==> src/rtl/fir_uart_pkg.sv <==
// Shared types and constants for the FIR output UART stage.
package fir_uart_pkg;

    localparam int FRAME_BITS       = 10;
    localparam int DATA_BITS        = 8;
    localparam int CLKS_PER_BIT_DEF = 434;

    typedef enum logic [1:0] {
        IDLE  = 2'd0,
        START = 2'd1,
        DATA  = 2'd2,
        STOP  = 2'd3
    } state_e;

endpackage

==> src/rtl/fir_uart_if.sv <==
// Valid/ready sample bundle from the FIR core into the UART stage.
interface fir_uart_if;
    import fir_uart_pkg::*;

    logic [DATA_BITS-1:0] s_data;
    logic                 s_valid;
    logic                 s_ready;

    modport master (output s_data, output s_valid, input s_ready);
    modport slave  (input s_data, input s_valid, output s_ready);

endinterface

==> src/rtl/fir_uart_baud_cnt.sv <==
// Bit-time counter: runs 0..CLKS_PER_BIT-1, flags the last count.
module fir_uart_baud_cnt
    import fir_uart_pkg::*;
#(
    parameter int CLKS_PER_BIT = CLKS_PER_BIT_DEF
) (
    input  logic clk,
    input  logic rst,
    input  logic en,
    input  logic clr,
    output logic bit_end
);

    localparam int CW = (CLKS_PER_BIT > 2) ? $clog2(CLKS_PER_BIT) : 1;
    localparam logic [CW-1:0] LAST = CW'(CLKS_PER_BIT - 1);

    logic [CW-1:0] cnt;

    assign bit_end = en && (cnt == LAST);

    always_ff @(posedge clk) begin
        if (rst || clr) begin
            cnt <= '0;
        end else if (en) begin
            cnt <= bit_end ? '0 : cnt + CW'(1);
        end
    end

endmodule

==> src/rtl/fir_uart_tx.sv <==
// FIR sample -> UART 8N1 transmitter with one-entry holding register.
module fir_uart_tx
    import fir_uart_pkg::*;
#(
    parameter int CLKS_PER_BIT = CLKS_PER_BIT_DEF,
    parameter int DROP_W       = 8
) (
    input  logic              clk,
    input  logic              rst,
    fir_uart_if.slave         s,
    input  logic              drop_clr,
    output logic              tx,
    output logic              busy,
    output logic [DROP_W-1:0] drop_cnt
);

    state_e               state;
    logic [DATA_BITS-1:0] hold;
    logic [DATA_BITS-1:0] shreg;
    logic                 hold_full;
    logic [2:0]           idx;
    logic                 bit_end;
    logic                 baud_en;
    logic                 baud_clr;
    logic                 accept;
    logic                 drop;
    logic                 load;

    assign s.s_ready = !hold_full;
    assign accept    = s.s_valid && !hold_full;
    assign drop      = s.s_valid && hold_full;
    assign busy      = (state != IDLE) || hold_full;
    assign baud_en   = (state != IDLE);
    assign baud_clr  = (state == IDLE);

    // Back-to-back frames: reload on the last stop-bit cycle.
    assign load = hold_full &&
                  ((state == IDLE) || ((state == STOP) && bit_end));

    fir_uart_baud_cnt #(
        .CLKS_PER_BIT(CLKS_PER_BIT)
    ) u_baud (
        .clk    (clk),
        .rst    (rst),
        .en     (baud_en),
        .clr    (baud_clr),
        .bit_end(bit_end)
    );

    always_ff @(posedge clk) begin
        if (rst) begin
            hold_full <= 1'b0;
            hold      <= '0;
        end else if (accept) begin
            hold_full <= 1'b1;
            hold      <= s.s_data;
        end else if (load) begin
            hold_full <= 1'b0;
        end
    end

    always_ff @(posedge clk) begin
        if (rst) begin
            state <= IDLE;
            tx    <= 1'b1;
            shreg <= '0;
            idx   <= '0;
        end else begin
            unique case (state)
                IDLE: begin
                    if (load) begin
                        shreg <= hold;
                        tx    <= 1'b0;
                        state <= START;
                    end
                end
                START: begin
                    if (bit_end) begin
                        tx    <= shreg[0];
                        shreg <= shreg >> 1;
                        idx   <= '0;
                        state <= DATA;
                    end
                end
                DATA: begin
                    if (bit_end) begin
                        if (idx == 3'd7) begin
                            tx    <= 1'b1;
                            state <= STOP;
                        end else begin
                            tx    <= shreg[0];
                            shreg <= shreg >> 1;
                            idx   <= idx + 3'd1;
                        end
                    end
                end
                STOP: begin
                    if (bit_end) begin
                        if (load) begin
                            shreg <= hold;
                            tx    <= 1'b0;
                            state <= START;
                        end else begin
                            state <= IDLE;
                        end
                    end
                end
                default: state <= IDLE;
            endcase
        end
    end

    // Clear wins over the old value, but a same-cycle drop still counts.
    always_ff @(posedge clk) begin
        if (rst) begin
            drop_cnt <= '0;
        end else if (drop_clr) begin
            drop_cnt <= drop ? DROP_W'(1) : '0;
        end else if (drop && (drop_cnt != '1)) begin
            drop_cnt <= drop_cnt + DROP_W'(1);
        end
    end

endmodule

==> src/flat_wrapper.sv <==
// flat-port wrapper written by rule: the top's interface ports become plain ports
module fir_uart_tx_flat import fir_uart_pkg::*;
#(
    parameter int CLKS_PER_BIT = CLKS_PER_BIT_DEF,
    parameter int DROP_W       = 8
)
  (clk, rst, drop_clr, tx, busy, drop_cnt, s_s_data, s_s_valid, s_s_ready);
  fir_uart_if s_i ();
  input  logic clk;
  input  logic rst;
  input  logic drop_clr;
  output logic tx;
  output logic busy;
  output logic [DROP_W-1:0] drop_cnt;
  input wire logic [$bits(s_i.s_data)-1:0] s_s_data;
  input wire logic [$bits(s_i.s_valid)-1:0] s_s_valid;
  output wire logic [$bits(s_i.s_ready)-1:0] s_s_ready;
  assign s_i.s_data = s_s_data;
  assign s_i.s_valid = s_s_valid;
  assign s_s_ready = s_i.s_ready;
  fir_uart_tx #(.CLKS_PER_BIT(CLKS_PER_BIT), .DROP_W(DROP_W)) u_core (.clk(clk), .rst(rst), .s(s_i), .drop_clr(drop_clr), .tx(tx), .busy(busy), .drop_cnt(drop_cnt));
endmodule
==> config.mk <==
export PLATFORM = sky130hd
export DESIGN_NAME = fir_uart_tx_flat
export DESIGN_NICKNAME = d
export VERILOG_FILES = /design/src/rtl/fir_uart_pkg.sv /design/src/rtl/fir_uart_if.sv /design/src/rtl/fir_uart_baud_cnt.sv /design/src/rtl/fir_uart_tx.sv /design/src/flat_wrapper.sv
export SDC_FILE = /design/constraint.sdc
export NUM_CORES = 1
export LEC_CHECK = 0
export CAP_MARGIN = 10
export CORE_MARGIN = 1
export CORE_UTILIZATION = 25
export DETAILED_ROUTE_END_ITERATION = 12
export SETUP_SLACK_MARGIN = 0.1
export SKIP_CTS_REPAIR_TIMING = 1
export SYNTH_ARGS = -nofsm -noshare
export SYNTH_HDL_FRONTEND = slang
export SYNTH_HIERARCHICAL = 1
export SYNTH_SLANG_ARGS = --single-unit
==> constraint.sdc <==
create_clock -name clk -period 2.36 [get_ports clk]
set_input_delay 0.708 -clock clk [delete_from_list [all_inputs] [get_ports clk]]
set_output_delay 0.708 -clock clk [all_outputs]
set_load 0.02 [all_outputs]
Yosys cells after proc, flatten, opt, wreduce, memory -nomap -nowiden
Cells that the tools add are included.
{"block": "word_totals", "regBits": 40, "inputBits": 12, "out_inout_bits": 11, "elab_cells": 71}
{"block": "classes", "addsub": 3, "eq_ne": 12, "n_mux": 29, "n_reduce_logical": 19}
{"op": "8-bit two-way mux", "n": 7}
{"op": "8-bit case mux with 4 select lines", "n": 1}
{"op": "2-bit two-way mux", "n": 5}
{"op": "2-bit by 1-bit inequality test with 1-bit output, second input constant", "n": 5}
{"op": "9-bit by 1-bit adder with 9-bit output, second input constant", "n": 1}
{"op": "9-bit equality test, second input constant", "n": 1}
{"op": "1-bit two-way mux", "n": 9}
{"op": "3-bit two-way mux", "n": 3}
{"op": "9-bit two-way mux", "n": 1}
{"op": "8-bit by 1-bit adder with 8-bit output, second input constant", "n": 1}
{"op": "8-bit inequality test, second input constant", "n": 1}
{"op": "2-bit case mux with 4 select lines", "n": 1}
{"op": "4-bit AND reduction", "n": 2}
{"op": "2-bit nonzero test", "n": 4}
{"op": "1-bit logical AND", "n": 6}
{"op": "3-bit case mux with 2 select lines", "n": 1}
{"op": "5-bit AND reduction", "n": 1}
{"op": "2-bit equality test, second input constant", "n": 2}
{"op": "1-bit case mux with 4 select lines", "n": 1}
{"op": "3-bit by 1-bit adder with 3-bit output, second input constant", "n": 1}
{"op": "3-bit equality test, second input constant", "n": 1}
{"op": "1-bit logical OR", "n": 3}
{"op": "3-bit AND reduction", "n": 1}
{"op": "2-bit by 1-bit equality test with 1-bit output, second input constant", "n": 1}
{"op": "other kinds (3)", "n": 3}

Logic depth before layout (Yosys ltp)
{"block": "logic_depth", "ltp_word": 8, "depth_mapped": 10, "depth_no_buf": 9}

Modules after synthesis
Netlist, hierarchy kept.
{"module": "fir_uart_tx", "instances": 1, "cells_per_inst": 161, "area_each_um2": 1582.8, "seq_area_each_um2": 620.6}
{"module": "fir_uart_baud_cnt", "instances": 1, "cells_per_inst": 54, "area_each_um2": 469.2, "seq_area_each_um2": 180.2}

Worst setup path before layout
No wires, ideal clock.
{"block": "synth_path", "kind": "register -> register", "from": "register u_core.state[0]", "to": "register u_core.shreg[1]", "setup_ns": 0.091, "arrival_ns": 2.277, "required_time_ns": 2.269, "slack_ns": -0.008, "stages_incl_launch_ff": 11, "path_buffers": 1, "synth_period_minus_slack_ns": 2.368, "cell_sequence": "dfxtp_1 > inv_1 > ha_1 > inv_1 > nand4_1 > nor3_2 > a21oi_2 > o21bai_4 > buf_6 > a21oi_2 > a311oi_1"}
{"block": "synth_between", "elab_cells_between_ends": 17, "cone_classes": "eq/ne (7); mux (3); reduce/logical (7)"}
{"item": "from (decl)", "line": "fir_uart_tx.sv:17", "text": "state_e state;"}
{"item": "from (signal assigned)", "line": "fir_uart_tx.sv:64", "text": "state <= IDLE;"}
{"item": "from (signal assigned)", "line": "fir_uart_tx.sv:74", "text": "state <= START;"}
{"item": "from (signal assigned)", "line": "fir_uart_tx.sv:82", "text": "state <= DATA;"}
{"item": "2-bit logical NOT (*)"}
{"item": "named net u_core.baud_clr", "line": "fir_uart_tx.sv:24", "text": "logic baud_clr;"}
{"item": "1-bit logical OR", "line": "fir_uart_tx.sv:38", "text": "((state == IDLE) || ((state == STOP) && bit_end));"}
{"item": "1-bit logical AND", "line": "fir_uart_tx.sv:37", "text": "assign load = hold_full &&"}
{"item": "8-bit two-way mux (2 in series)"}
{"item": "8-bit case mux with 4 select lines (*)", "line": "fir_uart_tx.sv:69", "text": "unique case (state)"}
{"item": "to (signal assigned)", "line": "fir_uart_tx.sv:72", "text": "shreg <= hold;"}
{"item": "to (signal assigned)", "line": "fir_uart_tx.sv:80", "text": "shreg <= shreg >> 1;"}
{"item": "to (signal assigned)", "line": "fir_uart_tx.sv:92", "text": "shreg <= shreg >> 1;"}
{"item": "to (decl)", "line": "fir_uart_tx.sv:19", "text": "logic [DATA_BITS-1:0] shreg;"}
Mark *: on every way through the listed nets, which the timed path passes. The rest lies on a longest branch. The select of a mux whose other input is x is not followed.
A chain may end at the register's enable or synchronous reset.

Final worst setup path
{"block": "layout_path", "from": "register u_core.drop_cnt[4]", "to": "output drop_cnt[4]"}
{"item": "from (decl)", "line": "fir_uart_tx.sv:14", "text": "output logic [DROP_W-1:0] drop_cnt"}
{"item": "from (signal assigned)", "line": "fir_uart_tx.sv:118", "text": "drop_cnt <= drop ? DROP_W'(1) : '0;"}
{"item": "from (signal assigned)", "line": "fir_uart_tx.sv:120", "text": "drop_cnt <= drop_cnt + DROP_W'(1);"}
{"item": "to (decl)", "line": "flat_wrapper.sv:14", "text": "output logic [DROP_W-1:0] drop_cnt;"}
No word-level cell between the ends.

==> out/summary.log <==
[run_status] outcome completed
[critical_path] crit path max-delay cell type sky130_fd_sc_hd__clkdlybuf4s50_1
[logic_synthesis] area fraction in and, or, nand and nor cells after synthesis 17.9%
[logic_synthesis] Seq cells post-synth 40
[logic_synthesis] Mapped Avg Cell Area 9.54 µm²
[critical_path] number of cells on the critical path 1
[clock_tree] maximum level of the CTS H-tree 2
[pwr] clock power share 29.8%
[critical_path] Worst EP arrival 1.39 ns
[drt] detailed-router iteration count before antenna repair 4
[sta] final critical-path share of the clock period 88.8%
[drt] Post-route DRC 0
[pwr] internal power 0.00178 W
[clock_tree] TritonCTS clock tree yes
[critical_path] kind of critical path flip-flop to output port
[critical_path] family with the most delay on the worst path buffers and inverters
[worst_hold_path] worst min path class flip-flop to flip-flop
[layout] final standard cell utilization of the core 33.4%
[pwr] switching share of total power 31.3%
[clock_tree] clock latency on the worst-skew pair 0.29 ns
[global_route] global-route wire length before repair 7.08 mm
[layout] number of nets in the final layout 268
[critical_path] required time of the critical path 1.65 ns
[sta] relative slew slack 73.6%
[sta] final period demand of the worst path 2.10 ns
[floorplan] Top-Level Pins 23
[logic_synthesis] Yosys cell types 55
[floorplan] Die X 92.6 µm
[critical_path] nature of the critical path endpoint output port
[logic_synthesis] YS warnings 6
[critical_path] cell breakdown of the critical path clkdlybuf4s50_1
[worst_hold_path] worst hold path cell count 2
[global_route] initial antenna violation count 0
[critical_path] number of buffers and inverters on the critical path 1
[critical_path] Max Fanout on Critical Path 5
[drt] antenna-violating nets left 0
[floorplan] Starting Density 26.1%
[logic_synthesis] Seq/Total Area, Yosys 39.0%
[pwr] maximum VDD drop 0.000429 V
[layout] final std cell area, no fill 2620 µm²
[clock_tree] TritonCTS Buffers 5
[global_route] layer with the highest usage met2
[critical_path] reg-to-reg critical path endpoint u_core/shreg[6]
[global_route] Global Route met2 Usage 17.1%
[logic_synthesis] fraction of synthesized area in multiplexers 9.39%
[floorplan] std cell rows 32
[floorplan] placeable core region 7850 µm²
[pwr] power per standard cell area 992 nW/µm²
[sta] final setup TNS 0 ns
[pwr] sequential power share 31.0%
[sta] hold violation count in the final report 0
[worst_hold_path] HP Start u_core/hold[5]
[pwr] static power due to leakage 0.989 nW
[critical_path] setup slack, reg-to-reg 0.29 ns
[global_route] number of global-route vias before repair 1559
[critical_path] stage delay of the slowest cell on the critical path 0.65 ns
[logic_synthesis] adder-cell share of the synthesized area 6.10%
[layout] synth-to-layout area growth 27.6%
[logic_synthesis] number of instances in the synthesized netlist 215
[logic_synthesis] area fraction in compound gates after synthesis 20.4%
[run] max_cap viols 0
[floorplan] Die Y 92.6 µm
[logic_synthesis] fraction of synthesis flops using an asynchronous set or reset pin 0%
[clock_tree] Num Clock Sinks 40
[critical_path] worst reg2reg path depth 10
[logic_synthesis] number of synthesized flops with an enable pin 0
[layout] share of final-layout standard cells stronger than drive strength 1 16.6%
[sta] worst-margin pin slew 0.397 ns
[placement] routability cong. 0.762
[pwr] net switching power 0.000813 W
[drt] via count 1661
[drt] routed wire length 4.28 mm
[logic_synthesis] largest family of logic cells by synthesized area compound AO/OA/AOI/OAI gates
[layout] fill cell total of the finished layout 830
[critical_path] startpoint of the worst-slack reg-to-reg timing path u_core/state[0]
[sta] final setup violating endpoints 0
[sta] highest achievable clock rate 477 MHz
[layout] antenna cells 0
[logic_synthesis] Synthesized Nets 237
[floorplan] floorplan die area 8570 µm²
[logic_synthesis] XOR/XNOR Fraction of Synth Area 2.13%
[sta] RSZ-0062 raised after global routing no
[global_route] maximum number of pins on one net before global-route repair 27
[sta] Slew Viols, Final 0
[pwr] combinational share of power 39.1%
[placement] DPL Wire Length 3.02 mm
[critical_path] CP Launch Type flip-flop
[drt] via-per-instance ratio 4.76
[logic_synthesis] most instantiated flip-flop cell in the synthesis netlist sky130_fd_sc_hd__dfxtp_1
[clock_tree] maximum root-to-sink buffer count 2
[placement] dpl cell area 2420 µm²
[global_route] grt total ovfl 0
[placement] count of port buffers added during placement 22
[sta] worst-case clock skew 0.00700 ns
[global_route] met3 track demand over resource 2.13%
[drt] mean routed wirelength per cell 12.3 µm
[clock_tree] Clock Root Buffer sky130_fd_sc_hd__clkbuf_8
[worst_hold_path] Hold Path Sink u_core/hold[5]
[global_route] Overall Global Routing Usage 10.3%
[logic_synthesis] cell area after synthesis 2050 µm²
[clock_tree] CTS clk-pin slew, worst paths 0.08 ns
[global_route] met1 global-route usage 13.1%
[drt] DRT iter0 DRCs 45
per-layer routing:
metal,share of wire (%),up-vias
met4,1.3,0
met5,0,-
li1,-,852
met1,49,766
met3,3.9,5
met2,46,38
power by group through the flow:
stage	Combinational [W]	Clock, W	Sequential [W]
5_1_grt	0.00110	0.000818	0.000818
2_1_floorplan	0.000734	0	0.000821
3_3_place_gp	0.000934	0	0.000821
6_report	0.00102	0.000775	0.000806
3_5_place_dp	0.000951	0	0.000823
4_1_cts	0.000954	0.000798	0.000807
cell usage after synthesis, types with 4 or more instances:
cell type	number	area, µm²
sky130_fd_sc_hd__a21oi_1	12	60.1
sky130_fd_sc_hd__a21oi_2	4	35.0
sky130_fd_sc_hd__a311oi_1	8	70.1
sky130_fd_sc_hd__clkbuf_1	5	18.8
sky130_fd_sc_hd__dfxtp_1	40	801
sky130_fd_sc_hd__ha_1	10	125
sky130_fd_sc_hd__inv_1	8	30.0
sky130_fd_sc_hd__mux2i_1	17	170
sky130_fd_sc_hd__nand2_1	8	30.0
sky130_fd_sc_hd__nand3_1	5	25.0
sky130_fd_sc_hd__nand4_1	4	25.0
sky130_fd_sc_hd__nor2_1	20	75.1
sky130_fd_sc_hd__nor3_1	4	20.0
sky130_fd_sc_hd__o21ai_0	8	40.0
sky130_fd_sc_hd__or3_1	5	31.3
sky130_fd_sc_hd__xor2_1	4	35.0
cell families after synthesis:
kind of cell               Yosys count
and+or+nand+nor                     66
xor gates and xnor gates             5
muxes                               19
adders and majority gates           10
DFF                                 40
AOI/OAI and AO/OA                   55
buffers and inverters               20
how the worst max path moves through the flow:
stage / endpoint / slack [ns] / from
6_report: drop_cnt[4] / 0.26 / u_core/drop_cnt[4]
5_1_grt: u_core/shreg[5] / 0.13 / u_core/state[0]
4_1_cts: busy / -0.17 / u_core/state[0]
3_5_place_dp: busy / 0.17 / u_core/state[0]
3_3_place_gp: busy / 0.23 / u_core/state[0]
2_1_floorplan: u_core/shreg[1] / 0.11 / u_core/state[0]
stage by stage:
stage	power (W)	hold WS, ns	setup slack (ns)	instances
global placement	0.00175	0.477	0.229	339
global route	0.00274	0.510	0.127	349
CTS	0.00256	0.507	-0.165	347
floorplan	0.00156	0.450	0.109	215
detailed placement	0.00177	0.486	0.172	339
finish	0.00260	0.504	0.264	349
layout by cell type, fill, tap and decap left out, types with 5 or more instances in the layout:
cell type	instances
sky130_fd_sc_hd__dfxtp_1	40
sky130_fd_sc_hd__a311oi_1	8
sky130_fd_sc_hd__nor2_1	20
sky130_fd_sc_hd__mux2i_1	17
sky130_fd_sc_hd__inv_1	8
sky130_fd_sc_hd__ha_1	9
sky130_fd_sc_hd__clkdlybuf4s50_1	20
sky130_fd_sc_hd__nand2_1	8
sky130_fd_sc_hd__o21ai_0	8
sky130_fd_sc_hd__or3_1	5
sky130_fd_sc_hd__clkbuf_8	5
sky130_fd_sc_hd__nand3_1	5
sky130_fd_sc_hd__buf_4	11
sky130_fd_sc_hd__a21oi_1	12
layout make-up:
type | count | area (µm²) | area share, %
Clock buffer | 5 | 68.8 | 2.63
Clock inverter | 3 | 90.1 | 3.44
Inverter | 9 | 33.8 | 1.29
Multi-Input combinational cell | 155 | 1160 | 44.2
Sequential cell | 40 | 801 | 30.6
Tap cell | 102 | 128 | 4.87
Timing Repair Buffer | 35 | 339 | 12.9
flip-flops by register name, indices dropped and copies added (netlist names):
register,flops
u_core/tx,1
u_core/state,2
u_core/drop_cnt,8
u_core/hold_full,1
u_core/shreg,8
u_core/idx,3
u_core/u_baud/cnt,9
u_core/hold,8
No activity file was read; power rests on OpenSTA's default activity.
